### src/rtl/cfg_pkg.sv
// rtl/cfg_pkg.sv - shared types and defaults for the configuration register bank
package cfg_pkg;

  typedef enum logic [1:0] {
    ST_IDLE  = 2'd0,
    ST_ADDR  = 2'd1,
    ST_DATA  = 2'd2,
    ST_WRITE = 2'd3
  } ser_state_e;

  localparam int DEF_NUM_REGS = 4;
  localparam int DEF_REG_W    = 16;
  localparam int DEF_MUX_NUM  = 8;
  localparam int DEF_MUX_W    = 6;

endpackage

### src/rtl/cfg_ser_loader.sv
// rtl/cfg_ser_loader.sv - bit-serial frame loader: MSB-first address then data, one WRITE cycle
module cfg_ser_loader
  import cfg_pkg::*;
#(
  parameter int NUM_REGS = DEF_NUM_REGS,
  parameter int ADR_W    = $clog2(NUM_REGS),
  parameter int REG_W    = DEF_REG_W
) (
  input  logic             clk_i,
  input  logic             rst_i,
  input  logic             ser_en_i,
  input  logic             ser_vld_i,
  input  logic             ser_dat_i,
  output logic             busy_o,
  output logic             start_o,
  output logic             wr_o,
  output logic             err_o,
  output logic [ADR_W-1:0] adr_o,
  output logic [REG_W-1:0] dat_o
);

  localparam int FR_W  = ADR_W + REG_W;
  localparam int CNT_W = $clog2(FR_W + 1);
  localparam logic [CNT_W-1:0] ADR_LAST = CNT_W'(ADR_W - 1);
  localparam logic [CNT_W-1:0] DAT_LAST = CNT_W'(FR_W - 1);
  localparam logic [ADR_W:0]   NUM_REGS_L = (ADR_W + 1)'(NUM_REGS);

  ser_state_e       state_q, state_d;
  logic [CNT_W-1:0] cnt_q, cnt_d;
  logic [FR_W-1:0]  sh_q, sh_d;
  logic             busy_q, busy_d;
  logic             adr_ok;

  // Address and data share one shift register; address ends up in the top bits.
  assign adr_o  = sh_q[FR_W-1 -: ADR_W];
  assign dat_o  = sh_q[REG_W-1:0];
  assign adr_ok = {1'b0, adr_o} < NUM_REGS_L;
  assign busy_o = busy_q;

  always_ff @(posedge clk_i) begin
    if (rst_i) begin
      state_q <= ST_IDLE;
      cnt_q   <= '0;
      sh_q    <= '0;
      busy_q  <= 1'b0;
    end else begin
      state_q <= state_d;
      cnt_q   <= cnt_d;
      sh_q    <= sh_d;
      busy_q  <= busy_d;
    end
  end

  always_comb begin
    state_d = state_q;
    cnt_d   = cnt_q;
    sh_d    = sh_q;
    start_o = 1'b0;
    wr_o    = 1'b0;
    err_o   = 1'b0;
    case (state_q)
      ST_IDLE: begin
        if (ser_en_i) begin
          state_d = ST_ADDR;
          cnt_d   = '0;
          start_o = 1'b1;
        end
      end
      ST_ADDR, ST_DATA: begin
        if (!ser_en_i) begin
          state_d = ST_IDLE;
        end else if (ser_vld_i) begin
          sh_d  = {sh_q[FR_W-2:0], ser_dat_i};
          cnt_d = cnt_q + 1'b1;
          if (state_q == ST_ADDR && cnt_q == ADR_LAST) state_d = ST_DATA;
          if (cnt_q == DAT_LAST) state_d = ST_WRITE;
        end
      end
      ST_WRITE: begin
        wr_o    = adr_ok;
        err_o   = !adr_ok;
        cnt_d   = '0;
        state_d = ser_en_i ? ST_ADDR : ST_IDLE;
      end
      default: state_d = ST_IDLE;
    endcase
    busy_d = (state_d != ST_IDLE);
  end

endmodule

### src/rtl/config_regbank.sv
// rtl/config_regbank.sv - shadow/active configuration registers with serial loader, readback and status mux
module config_regbank
  import cfg_pkg::*;
#(
  parameter int NUM_REGS  = DEF_NUM_REGS,
  parameter int REG_W     = DEF_REG_W,
  parameter int ADR_W     = $clog2(NUM_REGS),
  parameter int MUX_NUM   = DEF_MUX_NUM,
  parameter int MUX_W     = DEF_MUX_W,
  parameter int MUX_ADR_W = $clog2(MUX_NUM)
) (
  input  logic                      clk_i,
  input  logic                      rst_i,
  input  logic                      wr_i,
  input  logic [ADR_W-1:0]          wr_adr_i,
  input  logic [REG_W-1:0]          wr_dat_i,
  input  logic                      ser_en_i,
  input  logic                      ser_vld_i,
  input  logic                      ser_dat_i,
  input  logic                      commit_i,
  output logic [NUM_REGS*REG_W-1:0] reg_o,
  input  logic [ADR_W-1:0]          rd_adr_i,
  output logic [REG_W-1:0]          rd_dat_o,
  output logic                      ser_busy_o,
  output logic                      ser_err_o,
  input  logic [MUX_ADR_W-1:0]      mux_adr_i,
  input  logic [MUX_NUM*MUX_W-1:0]  mux_i,
  output logic [MUX_W-1:0]          mux_o
);

  localparam logic [ADR_W:0] NUM_REGS_L = (ADR_W + 1)'(NUM_REGS);

  logic [REG_W-1:0] shd_q [NUM_REGS];
  logic [REG_W-1:0] shd_d [NUM_REGS];
  logic [REG_W-1:0] act_q [NUM_REGS];
  logic [MUX_W-1:0] mux_ch [MUX_NUM];
  logic [REG_W-1:0] rd_q;
  logic [MUX_W-1:0] mux_q;
  logic             err_q, err_d;
  logic             par_ok, rd_ok, collide;
  logic             ld_start, ld_wr, ld_err;
  logic [ADR_W-1:0] ld_adr;
  logic [REG_W-1:0] ld_dat;

  cfg_ser_loader #(
    .NUM_REGS (NUM_REGS),
    .ADR_W    (ADR_W),
    .REG_W    (REG_W)
  ) u_loader (
    .clk_i     (clk_i),
    .rst_i     (rst_i),
    .ser_en_i  (ser_en_i),
    .ser_vld_i (ser_vld_i),
    .ser_dat_i (ser_dat_i),
    .busy_o    (ser_busy_o),
    .start_o   (ld_start),
    .wr_o      (ld_wr),
    .err_o     (ld_err),
    .adr_o     (ld_adr),
    .dat_o     (ld_dat)
  );

  assign par_ok  = wr_i && ({1'b0, wr_adr_i} < NUM_REGS_L);
  assign rd_ok   = {1'b0, rd_adr_i} < NUM_REGS_L;
  assign collide = par_ok && ld_wr && (ld_adr == wr_adr_i);

  // Parallel write has priority, which also resolves same-address collisions.
  always_comb begin
    shd_d = shd_q;
    for (int k = 0; k < NUM_REGS; k++) begin
      if (par_ok && wr_adr_i == ADR_W'(k)) shd_d[k] = wr_dat_i;
      else if (ld_wr && ld_adr == ADR_W'(k)) shd_d[k] = ld_dat;
    end
  end

  always_comb begin
    err_d = err_q;
    if (ld_start) err_d = 1'b0;
    else if (ld_err || collide) err_d = 1'b1;
  end

  always_ff @(posedge clk_i) begin
    if (rst_i) begin
      for (int k = 0; k < NUM_REGS; k++) begin
        shd_q[k] <= '0;
        act_q[k] <= '0;
      end
      rd_q  <= '0;
      mux_q <= '0;
      err_q <= 1'b0;
    end else begin
      shd_q <= shd_d;
      if (commit_i) act_q <= shd_q;
      rd_q  <= rd_ok ? shd_q[rd_adr_i] : '0;
      mux_q <= mux_ch[mux_adr_i];
      err_q <= err_d;
    end
  end

  for (genvar g = 0; g < MUX_NUM; g++) begin : g_mux
    assign mux_ch[g] = mux_i[g*MUX_W +: MUX_W];
  end

  for (genvar g = 0; g < NUM_REGS; g++) begin : g_reg
    assign reg_o[g*REG_W +: REG_W] = act_q[g];
  end

  assign rd_dat_o  = rd_q;
  assign mux_o     = mux_q;
  assign ser_err_o = err_q;

endmodule
### config.mk
export PLATFORM = sky130hd
export DESIGN_NAME = config_regbank
export DESIGN_NICKNAME = d
export VERILOG_FILES = /design/src/rtl/cfg_pkg.sv /design/src/rtl/cfg_ser_loader.sv /design/src/rtl/config_regbank.sv
export SDC_FILE = /design/constraint.sdc
export NUM_CORES = 1
export LEC_CHECK = 0
export CAP_MARGIN = 20
export CELL_PAD_IN_SITES_DETAIL_PLACEMENT = 0
export CELL_PAD_IN_SITES_GLOBAL_PLACEMENT = 1
export CORE_ASPECT_RATIO = 1.5
export CORE_MARGIN = 10
export CORE_UTILIZATION = 28
export DETAILED_ROUTE_END_ITERATION = 10
export DONT_BUFFER_PORTS = 1
export PLACE_DENSITY_LB_ADDON = 0.1
export SYNTH_ARGS = -nofsm -noshare
export SYNTH_HDL_FRONTEND = slang
export SYNTH_SLANG_ARGS = --single-unit
### constraint.sdc
create_clock -name clk_i -period 1.7 [get_ports clk_i]
set_input_delay 0.51 -clock clk_i [delete_from_list [all_inputs] [get_ports clk_i]]
set_output_delay 0.51 -clock clk_i [all_outputs]
set_load 0.1 [all_outputs]
==> Yosys cells after proc, flatten, opt, wreduce, memory -nomap -nowiden <==
Index checks and enable logic that the tools add are counted.
{ "word_totals": {"ff_bits": 177, "output_inout_bits": 88, "wordCells": 86} }
{ "op_classes": {"addsub": 1, "n_lt_le_gt_ge": 2, "n_eq_ne": 15, "muxes": 28, "n_bitwise": 2, "reduce_logical": 23} }
{ "ops": {"columns": ["op", "n"], "rows": [
  ["$mux 16", 10],
  ["$bmux 16 s2", 1],
  ["$bmux 6 s3", 1],
  ["$mux 5", 3],
  ["$pmux 5 s3", 1],
  ["$eq 2x2->1 const B", 6],
  ["$mux 6", 2],
  ["$logic_and 1x1->1", 11],
  ["$mux 2", 5],
  ["$reduce_bool 2->1", 5],
  ["$eq 2x1->1 const B", 3],
  ["$logic_not 2->1", 3],
  ["$ne 2x2->1 const B", 3],
  ["$pmux 2 s3", 1],
  ["$reduce_and 3->1", 2],
  ["$add 5x1->5 const B", 1],
  ["$eq 5x1->1 const B", 1],
  ["$eq 5x5->1 const B", 1],
  ["$ge 4x4->1 const B", 1],
  ["$mux 1", 4],
  ["$not 3->4", 1],
  ["$reduce_or 2->1", 2],
  ["$ge 3x3->1 const B", 1],
  ["$not 2->3", 1],
  ["$eq 2x2->1", 1]
]} }

==> Longest topological paths before layout <==
Gate-level depths: netlist of the first run.
{ "depth": {"word_depth": 8, "mapped_depth": 7} }

==> Cells and area by module <==
Synthesis of the first run repeated with hierarchy kept, for this count alone.
{ "hier_totals": {"cells_unflattened": 732, "hier_area_um2": 7562.3} }
{ "by_module_without_submodules": {"columns": ["mod", "instances", "cells_each", "area_each_um2", "seq_area_each_um2"], "rows": [
  ["config_regbank", 1, 591, 6427.4, 3022.9],
  ["cfg_ser_loader", 1, 141, 1134.8, 520.5]
]} }

==> Worst setup path before layout of the first run <==
Ideal clock, no wire load.
{ "synth_timing": {"kind": "input to register", "from": "input rd_adr_i[0]", "to": "register rd_q[12], in the netlist rd_dat_o[12]", "setup_time_ps": 128, "t_arrival_ps": 1577, "setup_slack_ps": -6, "path_stages": 4, "path_cell_list": "buf_2 buf_4 mux4_2 nor2b_1"} }
{ "synth_between": {"elab_chain_len": 4} }
{ "synth_lines": {"columns": ["element", "line", "rtl"], "rows": [
  ["start, declared", "config_regbank.sv:22", "input logic [ADR_W-1:0] rd_adr_i,"],
  ["$not 2->3 (not written as such)", "config_regbank.sv:94", "rd_q <= rd_ok ? shd_q[rd_adr_i] : '0;"],
  ["$bmux 16 s2", "config_regbank.sv:94", null],
  ["$mux 16 (not written as such) (2 in series)", "config_regbank.sv:94", null],
  ["end signal, assigned", "config_regbank.sv:94", null],
  ["end, declared", "config_regbank.sv:37", "logic [REG_W-1:0] rd_q;"]
]} }
Every way passes these cells. The select of a mux whose other input is x is not followed.
A chain may end at the register's enable or synchronous reset.

==> Final worst setup path of the first run <==
{ "layout_timing": {"from": "register act_q (netlist bit reg_o[14])", "to": "output reg_o[14]"} }
{ "layout_lines": {"columns": ["element", "line", "rtl"], "rows": [
  ["start, declared", "config_regbank.sv:35", "logic [REG_W-1:0] act_q [NUM_REGS];"],
  ["start signal, assigned", "config_regbank.sv:93", "if (commit_i) act_q <= shd_q;"],
  ["end, declared", "config_regbank.sv:21", "output logic [NUM_REGS*REG_W-1:0] reg_o,"]
]} }
No word-level cell between the ends.

==> qor.csv, run 1 <==
metric,value,unit
outcome,"complete, no violations",
slowest_stage,dfxtp_1,
drv_cap,0,
period_share,96.8,%
hpwl,15700,um
p_per_area,1090,nW/um^2
n_antenna_cell,0,
cts_tree,done,
cts_max_level,4,
grt_pass1_wl,35600,um
critical-path-top-delay-family,flip-flops,
ctsHoldBuffers,0,
final_common_cell,dfxtp_1,
ioPinCount,166,
min_period,1650,ps
tightest_slew,389,ps
setup_violations,0,
r2r_setup_slack,100,ps
drt-initial-drc-count,278,
overflow,0,
io_buffers,0,
layout_common_cells,"dfxtp_1, nor2_1, mux2i_1",
reg2reg_to,u_loader.cnt_q[4],
gp_congestion,0.755,
synthArstFlopShare,0,%
holdPathEnd,rd_dat_o[7],
crit_chain,buf_4,
seq_area_frac_synth,46.9,%
routed_wirelength,22800,um
grt_pass1_vias,5636,
setup-tns-final,0,ps
grt_max_degree,176,
hold_depth,1,
die_h,221,um
fmax,608,MHz
max_stage_delay,390,ps
hold_violations,0,
antenna_left,0,
fp-row-count,73,
synth_seq_cells,177,
crit_fanout,2,
grt_usage,13.2,%
seqCellArea,3540,sq um
min_path_type,in -> reg,
vias,5515,
maxSlewViolCount,0,
syn-cell-area,7560,sq um
multi_input_area,3720,sq um
fin_util,34.8,%
synthDistinctLibCells,40,
power_leakage,0.00395,uW
synth_area_per_cell,10.4,sq um
cts_buffers,17,
r2r_cells,6,
vias_per_cell,4.82,
slew_headroom,73.9,%
clock-sinks,177,
critical_path_class,reg -> out,
r2r-start,u_loader.state_q[1],
num-nets-final,878,
synth_edf_count,0,
crit_path_end_kind,output port,
finClkSkew,9.65,ps
core,26600,sq um
syn-num-nets,812,
syn_to_final_growth,22.3,%
start_util,28.5,%
path_clk_slew,70,ps
yosysWarnings,0,
clock_path_buffers,2,
route.detailed.drc,0,
arrival,1140,ps
synth_ff_type,dfxtp_1,
crit_required,1190,ps
cts_root_buf,clkbuf_16,
crit_buf_inv,1,
startpoint_type,flip-flop,
hp-start,rst_i,
die-area,34100,sq um
peakVddDrop,0.000716,V
grt_antenna_before_repair,0,
clk-insertion-delay-late,440,ps
drive_above_1_share,21.6,%
die_w,154,um
wl_per_cell,19.9,um
synthesis.instances,728,
drt-pass1-iter-count,4,
fillers,2680,
==> repair_timing <==
| action | 4_1_cts | 5_1_grt |
|---|---|---|
| setup endpoints to repair | 0 | 16 |
| buffers inserted | 0 | 0 |
| resized for setup | 0 | 4 |
==> logic make-up (layout without fill, tap and decap cells) <==
kind of cell / count (synthesis) / in the layout / synth area share [%]
muxes: 162 / 162 / 26.1
AOI/OAI and AO/OA: 96 / 96 / 8.84
and+or+nand+nor: 220 / 220 / 12.4
buffers and inverters: 62 / 141 / 4.27
adders and majority gates: 6 / 6 / 0.993
xor gates and xnor gates: 5 / 5 / 0.579
DFF: 177 / 177 / 46.9
==> how the worst max path moves through the flow <==
| stage | endpoint | cells after the start | startpoint |
|---|---|---|---|
| 2_1_floorplan | rd_dat_o[12] | 4 | rd_adr_i[0] |
| 3_3_place_gp | u_loader.cnt_q[4] | 6 | u_loader.state_q[0] |
| 3_5_place_dp | shd_q[53] | 5 | u_loader.state_q[1] |
| 4_1_cts | reg_o[58] | 1 | reg_o[58] |
| 5_1_grt | u_loader.busy_o | 7 | u_loader.state_q[1] |
| 6_report | reg_o[14] | 1 | reg_o[14] |
==> final cells by class <==
type                    instances  area share [%]
clock inverters                15            2.73
well taps                     337            4.56
inverters                       4           0.162
flip-flops and latches        177            38.3
repair buffers                105            9.38
multi-input cells             489            40.3
clock buffers                  17            4.60
==> flip-flops by register name, indices dropped and copies added (netlist names) <==
signal,cells
rd_dat_o,16
mux_o,6
u_loader.busy_o,1
shd_q,64
u_loader.cnt_q,5
reg_o,64
ser_err_o,1
u_loader.state_q,2
u_loader.sh_q,18
==> layer usage <==
layer / part of all wire [%] / wire length [um] / up-vias / global-route usage, %
li1: - / - / 2719 / -
met4: 1.1 / 249 / 0 / 4.29
met3: 7.2 / 1650 / 16 / 4.91
met2: 50 / 11400 / 151 / 21.4
met5: 0 / 0 / - / 0
met1: 42 / 9520 / 2629 / 15.7
==> cells in the mapped netlist (3+ instances only) <==
cell type,number,area (sq um)
buf_2,14,70.1
mux2i_1,134,1340
nand2_1,39,146
buf_4,6,45.0
a211oi_1,64,480
a21oi_1,23,115
buf_6,3,33.8
nand3_1,5,25.0
dfxtp_1,177,3540
nor2_1,145,544
mux4_2,28,631
ha_1,6,75.1
clkbuf_1,30,113
xnor2_1,4,35.0
nor2b_1,17,106
inv_1,4,15.0
buf_1,3,11.3
nand3b_1,4,30.0
==> metrics by stage <==
step	area (sq um)	std cells	total power [uW]	hold WS, ps	setup slack [ps]
6_report	9250	1144	10100	144	54.4
5_1_grt	9250	1144	10500	114	-15.9
4_1_cts	9230	1144	10200	127	19.9
3_5_place_dp	8550	1112	5630	483	68.9
3_3_place_gp	8550	1112	5620	476	129
2_1_floorplan	7570	728	5500	462	42.6
==> worst reg2reg max path, cell delays in order, from the launching register on <==
cell,delay (ps)
dfxtp_1,370
inv_1,90
ha_1,300
a21boi_0,170
nor4b_2,340
xnor2_1,160
nor2_1,50
==> power by group <==
group          internal, uW  switching, uW
sequential             4300            116
clock                  2780           1780
combinational           378            734
Note: power is estimated with default switching activity, not from simulation.
==> run 2: changes to the inputs <==
Settings changed: ABC_CLOCK_PERIOD_IN_PS set to 1700.
==> results of run 2 <==
No change in the layout: final DEF, timing and power equal those of run 1.
